===== config.mk =====
export PLATFORM = sky130hd
export DESIGN_NAME = prio_grant_queue
export DESIGN_NICKNAME = d
export VERILOG_FILES = /design/src/rtl/prio_grant_queue.sv
export SDC_FILE = /design/constraint.sdc
export NUM_CORES = 1
export LEC_CHECK = 0
export CORE_MARGIN = 2
export CORE_UTILIZATION = 55
export DETAILED_ROUTE_END_ITERATION = 7
export PLACE_DENSITY = 0.82
export SLEW_MARGIN = 20
export SYNTH_ARGS = -nofsm -noshare
export SYNTH_HDL_FRONTEND = slang
export SYNTH_SLANG_ARGS = --single-unit

===== constraint.sdc =====
create_clock -name clk -period 11.3 [get_ports clk]
set_input_delay 1.695 -clock clk [delete_from_list [all_inputs] [get_ports clk]]
set_output_delay 1.695 -clock clk [all_outputs]
set_load 0.01 [all_outputs]

===== src/rtl/prio_grant_queue.sv =====
// Registered priority/round-robin grant queue: request pulses collect in a sticky
// pending vector and are serialised one index per handshake on a valid/ready output.
module prio_grant_queue #(
  parameter int N     = 8,
  parameter int W     = 3,
  parameter int CNT_W = 8
) (
  input  logic             clk,
  input  logic             rst,
  input  logic [N-1:0]     req_in,
  input  logic             rr_en,
  input  logic             out_ready,
  output logic             out_valid,
  output logic [W-1:0]     out_idx,
  output logic [N-1:0]     pending,
  output logic             idle,
  output logic [CNT_W-1:0] drop_cnt
);

  localparam int PW = $clog2(N + 1);
  localparam int SW = ((CNT_W > PW) ? CNT_W : PW) + 1;
  localparam logic [CNT_W-1:0] CNT_MAX = {CNT_W{1'b1}};

  typedef enum logic {EMPTY = 1'b0, FULL = 1'b1} state_t;

  state_t         state_reg;
  logic [W-1:0]   ptr_reg;
  logic [W-1:0]   fixed_idx;
  logic [W-1:0]   rr_idx;
  logic           rr_found;
  int             rr_pos;
  logic [W-1:0]   win_idx;
  logic           load;
  logic [N-1:0]   load_mask;
  logic [N-1:0]   dropped;
  logic [PW-1:0]  drop_pop;
  logic [SW-1:0]  drop_sum;

  // Fixed priority: ascending scan so the highest set index is the last one kept.
  always_comb begin
    fixed_idx = '0;
    for (int j = 0; j < N; j++) begin
      if (pending[j]) fixed_idx = W'(j);
    end
  end

  // Round-robin: descending scan starting just below the last winner, wrapping 0 -> N-1.
  always_comb begin
    rr_found = 1'b0;
    rr_idx   = '0;
    rr_pos   = 0;
    for (int k = 0; k < N; k++) begin
      rr_pos = int'(ptr_reg) - 1 - k;
      if (rr_pos < 0) rr_pos = rr_pos + N;
      for (int j = 0; j < N; j++) begin
        if (!rr_found && rr_pos == j && pending[j]) begin
          rr_idx   = W'(j);
          rr_found = 1'b1;
        end
      end
    end
  end

  assign win_idx = rr_en ? rr_idx : fixed_idx;
  assign load    = (pending != '0) && ((state_reg == EMPTY) || out_ready);

  genvar gi;
  generate
    for (gi = 0; gi < N; gi++) begin : g_bit
      assign load_mask[gi] = load && (win_idx == W'(gi));
      assign dropped[gi]   = req_in[gi] & pending[gi] & ~load_mask[gi];
    end
  endgenerate

  always_comb begin
    drop_pop = '0;
    for (int j = 0; j < N; j++) begin
      drop_pop = drop_pop + PW'(dropped[j]);
    end
  end

  assign drop_sum = SW'(drop_cnt) + SW'(drop_pop);

  always_ff @(posedge clk or posedge rst) begin
    if (rst) begin
      state_reg <= EMPTY;
      out_idx   <= '0;
      ptr_reg   <= '0;
      pending   <= '0;
      drop_cnt  <= '0;
    end else begin
      pending <= (pending & ~load_mask) | req_in;
      if (drop_sum > SW'(CNT_MAX)) drop_cnt <= CNT_MAX;
      else                         drop_cnt <= CNT_W'(drop_sum);

      case (state_reg)
        EMPTY: begin
          if (load) begin
            out_idx   <= win_idx;
            ptr_reg   <= win_idx;
            state_reg <= FULL;
          end
        end
        FULL: begin
          // Back-to-back: a handshake with work pending reloads on the same edge.
          if (load) begin
            out_idx <= win_idx;
            ptr_reg <= win_idx;
          end else if (out_ready) begin
            state_reg <= EMPTY;
          end
        end
        default: state_reg <= EMPTY;
      endcase
    end
  end

  assign out_valid = (state_reg == FULL);
  assign idle      = (pending == '0) && (state_reg == EMPTY);

endmodule


## After elaboration in Yosys (flattened, before gate mapping)

Index checks and enable logic that the tools add are counted.

- Register bits after elaboration: 20
- Latch bits: 0
- RAM bits: 0
- Bits in read-only memories: 0
- Input port bits: 12
- Output and inout bits: 21
- Memories: 0

- $add $sub $neg: 24
- Multiply operators: 0
- Div/mod/pow operators: 0
- Magnitude comparators: 9
- Eq/ne operators: 63
- Shift operators: 0
- Muxes and demuxes: 148
- Bitwise gates (word level): 28
- Reductions and logical operators: 212

Operator list:

| kind | number |
|---|---|
| 32-bit by 4-bit == test with 1-bit output, second input constant | 32 |
| 32-bit by 3-bit == test with 1-bit output, second input constant | 16 |
| 32-bit by 2-bit == test with 1-bit output, second input constant | 8 |
| 32-bit logical NOT | 8 |
| 32-bit 2-to-1 mux | 8 |
| 3-bit 2-to-1 mux | 68 |
| 32-bit by 5-bit adder with 32-bit output, second input constant | 6 |
| 32-bit by 1-bit less-than comparator with 1-bit output, second input constant | 6 |
| 1-bit logical AND | 137 |
| 1-bit 2-to-1 mux | 68 |
| 1-bit logical NOT | 63 |
| 4-bit by 4-bit subtractor with 5-bit output, second input constant | 4 |
| 4-bit by 1-bit adder with 4-bit output | 4 |
| 1-bit bitwise AND | 16 |
| 3-bit == test, second input constant | 4 |
| 4-bit by 3-bit subtractor with 5-bit output, second input constant | 2 |
| 8-bit by 4-bit adder with 9-bit output | 1 |
| 9-bit by 8-bit greater-than comparator with 1-bit output, second input constant | 1 |
| 1-bit inverter | 9 |
| 8-bit bitwise AND | 1 |
| 8-bit logical NOT | 1 |
| 8-bit 2-to-1 mux | 1 |
| 8-bit inverter | 1 |
| 8-bit bitwise OR | 1 |
| 16 further kinds | 18 |

## Logic depth before layout (Yosys ltp)

Gate-level depths: netlist (run 1).

- Word-level depth: 273
- Gate-level depth with buffers: 32

## Least setup slack after synthesis (run 1)

Ideal clock, no wire load.

- Path kind: flip-flop to flip-flop
- From: register ptr_reg[0]
- To: register drop_cnt[2]
- Library setup time: 0.133 ns
- Data arrival time: 7.292 ns
- Required time: 11.167 ns
- Setup slack: 3.875 ns
- Stages on the path, launching flop included: 32
- Path buffers: 1
- Cells stage by stage: dfrtp_1 inv_1 ha_1 ha_1 buf_2 inv_1 ha_1 a21oi_1 xnor2_1 ha_1 nand2b_1 nor3_1 nor4b_1 a32o_1 a311oi_1 nand4_1 a21oi_1 a21oi_1 fa_1 inv_1 fa_1 inv_1 fa_1 fa_1 inv_1 fa_1 nor2b_1 o21ai_0 nand2b_1 and3_1 nand3_1 o21ai_0

- Word-level cells in the longest chain between the ends: 273
- Elaborated cells between the ends (all ways): 455
- Classes of those cells: add/sub (24); order compare (9); eq/ne (63); mux (136); bitwise (16); reduce/logical (207)

Ends and longest elaborated chain:

| item | RTL line | text |
|---|---|---|
| from (decl) | 27 | `logic [W-1:0] ptr_reg;` |
| from (signal assigned) | 100 | `ptr_reg <= win_idx;` |
| from (signal assigned) | 108 | `ptr_reg <= win_idx;` |
| 3-bit by 1-bit subtractor with 4-bit output (*) | 53 | `rr_pos = int'(ptr_reg) - 1 - k;` |
| 4-bit by 5-bit adder with 6-bit output or 4-bit by 1-bit less-than comparator with 1-bit output (tied branches) | 54 | `if (rr_pos < 0) rr_pos = rr_pos + N;` |
| 32-bit 2-to-1 mux | 54 |  |
| 32-bit logical NOT | 56 | `if (!rr_found && rr_pos == j && pending[j]) begin` |
| 1-bit logical AND | 56 |  |
| 1-bit 2-to-1 mux | 56 |  |
| 1-bit logical NOT | 56 |  |
| 1-bit logical AND (2 in a row) | 56 |  |
| (+254 left out) | -- |  |
| 1-bit by 1-bit adder with 2-bit output | 78 | `drop_pop = drop_pop + PW'(dropped[j]);` |
| 2-bit by 1-bit adder with 3-bit output | 78 |  |
| 3-bit by 1-bit adder with 4-bit output | 78 |  |
| 4-bit by 1-bit adder with 4-bit output (3 in a row) | 78 |  |
| 4-bit by 1-bit adder with 4-bit output (*) | 78 |  |
| 8-bit by 4-bit adder with 9-bit output (*) | 82 | `assign drop_sum = SW'(drop_cnt) + SW'(drop_pop);` |
| 9-bit by 8-bit greater-than comparator with 1-bit output | 93 | `if (drop_sum > SW'(CNT_MAX)) drop_cnt <= CNT_MAX;` |
| 8-bit 2-to-1 mux (*) | 93 |  |
| to (signal assigned) | 94 | `else drop_cnt <= CNT_W'(drop_sum);` |
| to (decl) | 17 | `output logic [CNT_W-1:0] drop_cnt` |

Every way passes the cells marked *; elsewhere a longest branch is shown, timed or not.
A chain may end at the register's enable or synchronous reset.

## Worst setup path in the final report (run 1)

Ends and elaborated chain as after synthesis.

==> reports/summary.txt, run 1 <==
Final ANT Viol Nets: 0
Nets: 464
Vias in the first global route: 3258
Via density: 6.95
Chip height: 77.6 µm
Total gr overflow: 0
Commonest non-fill, non-tap cell in the layout: nand2_1
Startpoint types: flip-flop
Max incr delay on CP: 0.79 ns
Final HPWL DP: 7.29 mm
Period utilisation layout: 80.7%
Top FF cell, synth: dfrtp_1
TritonCTS clock tree: built
Peak fanout along the critical path: 22
Layout cell share with drive strength beyond 1: 5.71%
Layout Utilization: 66.0%
CTS sink cnt: 20
Syn_nets: 442
Worst-Skew Late Latency: 0.27 ns
CP Capture Type: flip-flop
First-pass GRT wire length: 15.8 mm
CTS max path bufs: 2
Clk slew on worst S/H paths: 0.07 ns
Setup Viol. Count Final: 0
Post-synth ARST share: 100%
Flop-to-flop setup slack: 2.18 ns
Setup Skew: 0.00172 ns
Kind of critical path: reg2reg
Placed Instance Area: 0.00334 mm²
YS warnings: 0
Wire per inst: 19.6 µm
Tightest Pin Transition: 1.07 ns
Vias: 3404
DR iter-0 viols: 545
CP required: 11.49 ns
IO Pins: 33
# Max-Cap Violations: 0
Initial Util: 57.6%
CTS buffer count: 3
Final Cell Area: 0.00341 mm²
Distinct cell type count after synthesis: 63
Fin Setup TNS: 0 ns
Fmax: 110 MHz
Slew headroom: 27.6%
CP max-delay cell: ha_1
Hold Buf Count CTS: 0
Pin count of the biggest net entering global routing: 24
Initial antenna violation count: 0
Die Wd: 77.6 µm
Avg Synthesized Cell Area: 7.47 µm²
Gpl congestion: 1.06
Seq/Total Area, Yosys: 16.8%
Cells after Synth: 399
Rows: 26
H-tree levels: 1
Routed WL: 9.62 mm
Synth-to-layout area growth: 14.5%
Most frequent cells in the layout: 48 x nand2_1, 38 x nor2_1, 32 x clkdlybuf4s50_1, 30 x a21oi_1, 26 x ha_1
Port buffer count: 32
# diodes: 0
Worst Path Arrival: 9.31 ns
Synth Cell Area: 0.00298 mm²
Minimum clock period: 9.12 ns
Drt pass-1 iters: 5
Flops & latches, synth: 20
Final Hold Fails: 0
Setup bufs post-CTS: 0
Clk Tree Root Cell: clkbuf_8
Drt drc: 0
Core box area: 0.00517 mm²
Status: finished clean
Min-Delay Path Class: reg2reg
RSZ-0062 raised after global routing: false
Number of synthesized flops with an enable pin: 0
Total track usage: 32.7%
Post-CTS sizing: 0
Die area: 0.00603 mm²
Final Max Tran Viols: 0
==> final cells by class <==
type	count	area (µm²)
repair buffers	37	358
flip-flops and latches	20	500
clock buffers	3	41.3
fillers	449	1760
inverters	21	78.8
clock inverters	1	30.0
multi-input cells	338	2320
well taps	70	87.6
==> kinds of logic (layout without fill, tap and decap cells) <==
logic type	after synthesis	in the layout	synth area share (%)
AO/OA/AOI/OAI	112	112	27.6
XOR/XNOR	9	9	2.64
adder cells (fa/ha/maj)	31	31	14.3
buffers and inverters	41	62	5.46
flip-flops	20	20	16.8
multiplexers	4	4	1.43
AND/OR/NAND/NOR	182	182	31.9
==> worst paths after layout <==
path,startpoint,end,cells after the start
worst max-delay path,ptr_reg[0],drop_cnt[2],30
worst min-delay path,drop_cnt[6],drop_cnt[6],1
worst max register to register,ptr_reg[0],drop_cnt[2],30
worst min register to register,drop_cnt[6],drop_cnt[6],1
max in group asynchronous,rst,pending[7],2
min in group asynchronous,rst,ptr_reg[0],2
==> per-layer routing <==
metal | GRT usage [%] | wire, µm | vias to the layer above
met5 | 0 | 0 | -
met4 | 22.1 | 640 | 0
met3 | 3.95 | 879 | 78
met2 | 53.6 | 4430 | 259
met1 | 39.8 | 3680 | 1549
li1 | - | - | 1518
==> synthesized netlist by cell type (5+ instances only) <==
library cell / n / area share [%]
nand3_1: 15 / 2.5
nand2_1: 48 / 6.0
a21o_1: 10 / 2.5
nor2_1: 38 / 4.8
xnor2_1: 6 / 1.8
nor3b_1: 6 / 1.5
nor3_1: 17 / 2.9
and2_1: 7 / 1.5
fa_1: 5 / 3.4
nand2b_1: 9 / 1.9
dfrtp_1: 20 / 17
a32o_1: 6 / 2.0
o21ai_0: 8 / 1.3
a22oi_1: 9 / 2.3
a31oi_1: 10 / 2.1
a21oi_1: 30 / 5.0
ha_1: 26 / 11
a211oi_1: 5 / 1.3
inv_1: 21 / 2.6
nand4_1: 8 / 1.7
clkbuf_1: 16 / 2.0
==> critical path, delay by kind of cell, from the launching register on <==
kind,cells,cell delay (ns)
buffers and inverters,5,0.62
adder cells (fa/ha/maj),9,3.95
AO/OA/AOI/OAI,7,2.00
XOR/XNOR,1,0.10
flip-flops,1,0.48
AND/OR/NAND/NOR,8,1.87
==> per-stage QoR <==
stage | cells | hold WS [ns] | setup slack (ns)
floorplan | 399 | 0.537 | 3.88
global placement | 486 | 0.505 | 2.61
detailed placement | 486 | 0.511 | 2.41
CTS | 490 | 0.522 | 2.36
global route | 490 | 0.575 | 1.59
finish | 490 | 0.523 | 2.18
Power of run 1 is not shown: default switching activity piles up to over one toggle a cycle in this logic, so the estimate is an artifact.
==> run 2: changes to the inputs <==
--- a/config.mk
+++ b/config.mk
@@ -6,9 +6,9 @@
 export NUM_CORES = 1
 export LEC_CHECK = 0
 export CORE_MARGIN = 2
-export CORE_UTILIZATION = 55
+export CORE_UTILIZATION = 53
 export DETAILED_ROUTE_END_ITERATION = 7
-export PLACE_DENSITY = 0.82
+export PLACE_DENSITY = 0.83
 export SLEW_MARGIN = 20
 export SYNTH_ARGS = -nofsm -noshare
 export SYNTH_HDL_FRONTEND = slang
==> constraint.sdc (replaced) <==
create_clock -name clk -period 7.65 [get_ports clk]
set_input_delay 1.1475 -clock clk [delete_from_list [all_inputs] [get_ports clk]]
set_output_delay 1.1475 -clock clk [all_outputs]
set_load 0.01 [all_outputs]
==> run 2 against run 1 <==
Against the previous run:
- setup slack worse by 1.9 ns
- global-route usage down 0.87 points
- register-to-register slack worse by 1.9 ns
- first-iteration DRC count down 8.4%
- largest cell class unchanged
==> reports/summary.txt, run 2 (synthesis results as in run 1) <==
Status: finished clean
Routed WL: 10.4 mm (+8.4%)
Final Hold Fails: 0 (unchanged)
Die area: 0.00624 mm² (+3.6%)
Peak fanout along the critical path: 12 (-45%)
Layout cell share with drive strength beyond 1: 16.5% (+11 points)
Placed insts: 499 (+2.7%)
Critical Path Most Common Cell: fa_1
Initial Util: 54.5% (-3.2 points)
Delay-heaviest family, CP: adder cells
Kind of critical path: reg2reg
H-tree levels: 1 (unchanged)
CTS buffer count: 3 (unchanged)
Most frequent cells in the layout: 48 x nand2_1, 36 x nor2_1, 32 x clkdlybuf4s50_1, 27 x a21oi_1, 26 x ha_1
Final Instance Count excl. Fillers: 508 (+3.7%)
Final HPWL DP: 7.28 mm (about the same)
Reg2Reg Depth: 32 (+6.7%)
Wire per inst: 20.5 µm (+4.5%)
Worst-Skew Late Latency: 0.26 ns (about the same)
Port buffer count: 32 (unchanged)
Synth-to-layout area growth: 28.7%
CP max-delay cell: fa_1
Hold Crit Depth: 1 (unchanged)
R2R Path Start: ptr_reg[0]
Startpoint types: flip-flop
Gpl congestion: 1.12 (+6.2%)
Final ANT Viol Nets: 0 (unchanged)
Core box area: 0.00547 mm² (+5.8%)
Buffers and inverters on the worst path: 6 (+1)
Worst setup path start: ptr_reg[0]
Hold Buf Count CTS: 0 (unchanged)
Period utilisation layout: 96.2% (+16 points)
Nets: 480 (+3.4%)
TritonCTS clock tree: built
Chip height: 79.0 µm (+1.8%)
Min-Delay Path Class: reg2reg
Fmax: 136 MHz (+24%)
Flop-to-flop setup slack: 0.29 ns (-1.89 ns)
Final Max Tran Viols: 0 (unchanged)
DR iter-0 viols: 499 (-8.4%)
End of the critical path: drop_cnt[6]
CP required: 7.84 ns (-3.65 ns)
CTS sink cnt: 20 (unchanged)
Via density: 7.01 (+0.93%)
First-pass GRT wire length: 15.8 mm (+0.30%)
Placed Instance Area: 0.00343 mm² (+2.5%)
CP Capture Type: flip-flop
Slew headroom: 34.5% (+6.8 points)
Setup Viol. Count Final: 0 (unchanged)
Commonest non-fill, non-tap cell in the layout: nand2_1
Final Cell Area: 0.00384 mm² (+12%)
Reg2reg end: drop_cnt[6]
Vias: 3562 (+4.6%)
CTS max path bufs: 2 (unchanged)
Clk slew on worst S/H paths: 0.08 ns (about the same)
Setup Skew: 0.00569 ns (+0.00397 ns)
WP depth: 32 (+6.7%)
Worst Path Arrival: 7.55 ns (-1.76 ns)
Rows: 27 (+3.8%)
Fillcell total: 422 (-6.0%)
# diodes: 0 (unchanged)
Drt drc: 0 (unchanged)
Die Wd: 79.0 µm (+1.8%)
Tightest Pin Transition: 0.975 ns (-0.0959 ns)
# Max-Cap Violations: 0 (unchanged)
Total gr overflow: 0 (unchanged)
Drt pass-1 iters: 8 (+3)
Max incr delay on CP: 0.52 ns (-0.27 ns)
Initial antenna violation count: 0 (unchanged)
Minimum clock period: 7.36 ns (-1.76 ns)
Total track usage: 31.8% (-0.87 points)
Clk Tree Root Cell: clkbuf_8
IO Pins: 33 (unchanged)
Vias in the first global route: 3369 (+3.4%)
Pin count of the biggest net entering global routing: 21 (-13%)
Final hold slack: 0.548 ns (+0.0259 ns)
Fin Setup TNS: 0 ns (unchanged)
-- run 2: cell types whose count changed in the layout (fill, tap and decap cells not counted), moves of 3 or more --
cell | before | now
nor3_4 | 0 | 3
buf_4 | 5 | 20
nor3_1 | 17 | 12
a211oi_1 | 5 | 2
nor4_1 | 4 | 1
a21oi_1 | 30 | 27
-- run 2: timing repair --
action,in CTS,in global routing
cloned,0,1
pin swaps,0,6
buffers inserted,0,4
endpoints found under the setup margin,7,8
gates resized for setup,9,46
hold endpoints to repair,0,0
-- run 2: area by class of cell --
type,instances,area [µm²],area share (%)
repair buffers,52,470,12.3
clock buffers,3,41.3,1.08
flip-flops and latches,20,500,13.0
multi-input cells,339,2630,68.4
inverters,21,78.8,2.05
clock inverters,1,30.0,0.782
well taps,72,90.1,2.35
-- run 2: per-layer routing --
layer	up-vias	wire [µm]	GRT usage, %
li1	1566	-	-
met1	1627	3820	38.8
met2	280	4820	53.2
met3	89	1030	4.32
met4	0	762	19.0
met5	-	0	0
-- run 2: how the worst min path moves through the flow --
stage	start	to	slack [ns]
finish	drop_cnt[6]	drop_cnt[6]	0.55
global route	drop_cnt[6]	drop_cnt[6]	0.57
CTS	drop_cnt[6]	drop_cnt[6]	0.53
detailed placement	drop_cnt[6]	drop_cnt[6]	0.52
global placement	drop_cnt[6]	drop_cnt[6]	0.51
floorplan	drop_cnt[6]	drop_cnt[6]	0.54
-- run 2: metrics by stage --
stage | util (%) | setup WS, ns
3_3_place_gp | 62.6 | 0.0721
5_1_grt | 70.1 | -0.0632
6_report | 70.1 | 0.291
4_1_cts | 64.6 | 0.00169
2_1_floorplan | - | 0.225
3_5_place_dp | 62.6 | -0.186
Power of run 2 is left out for the same reason.
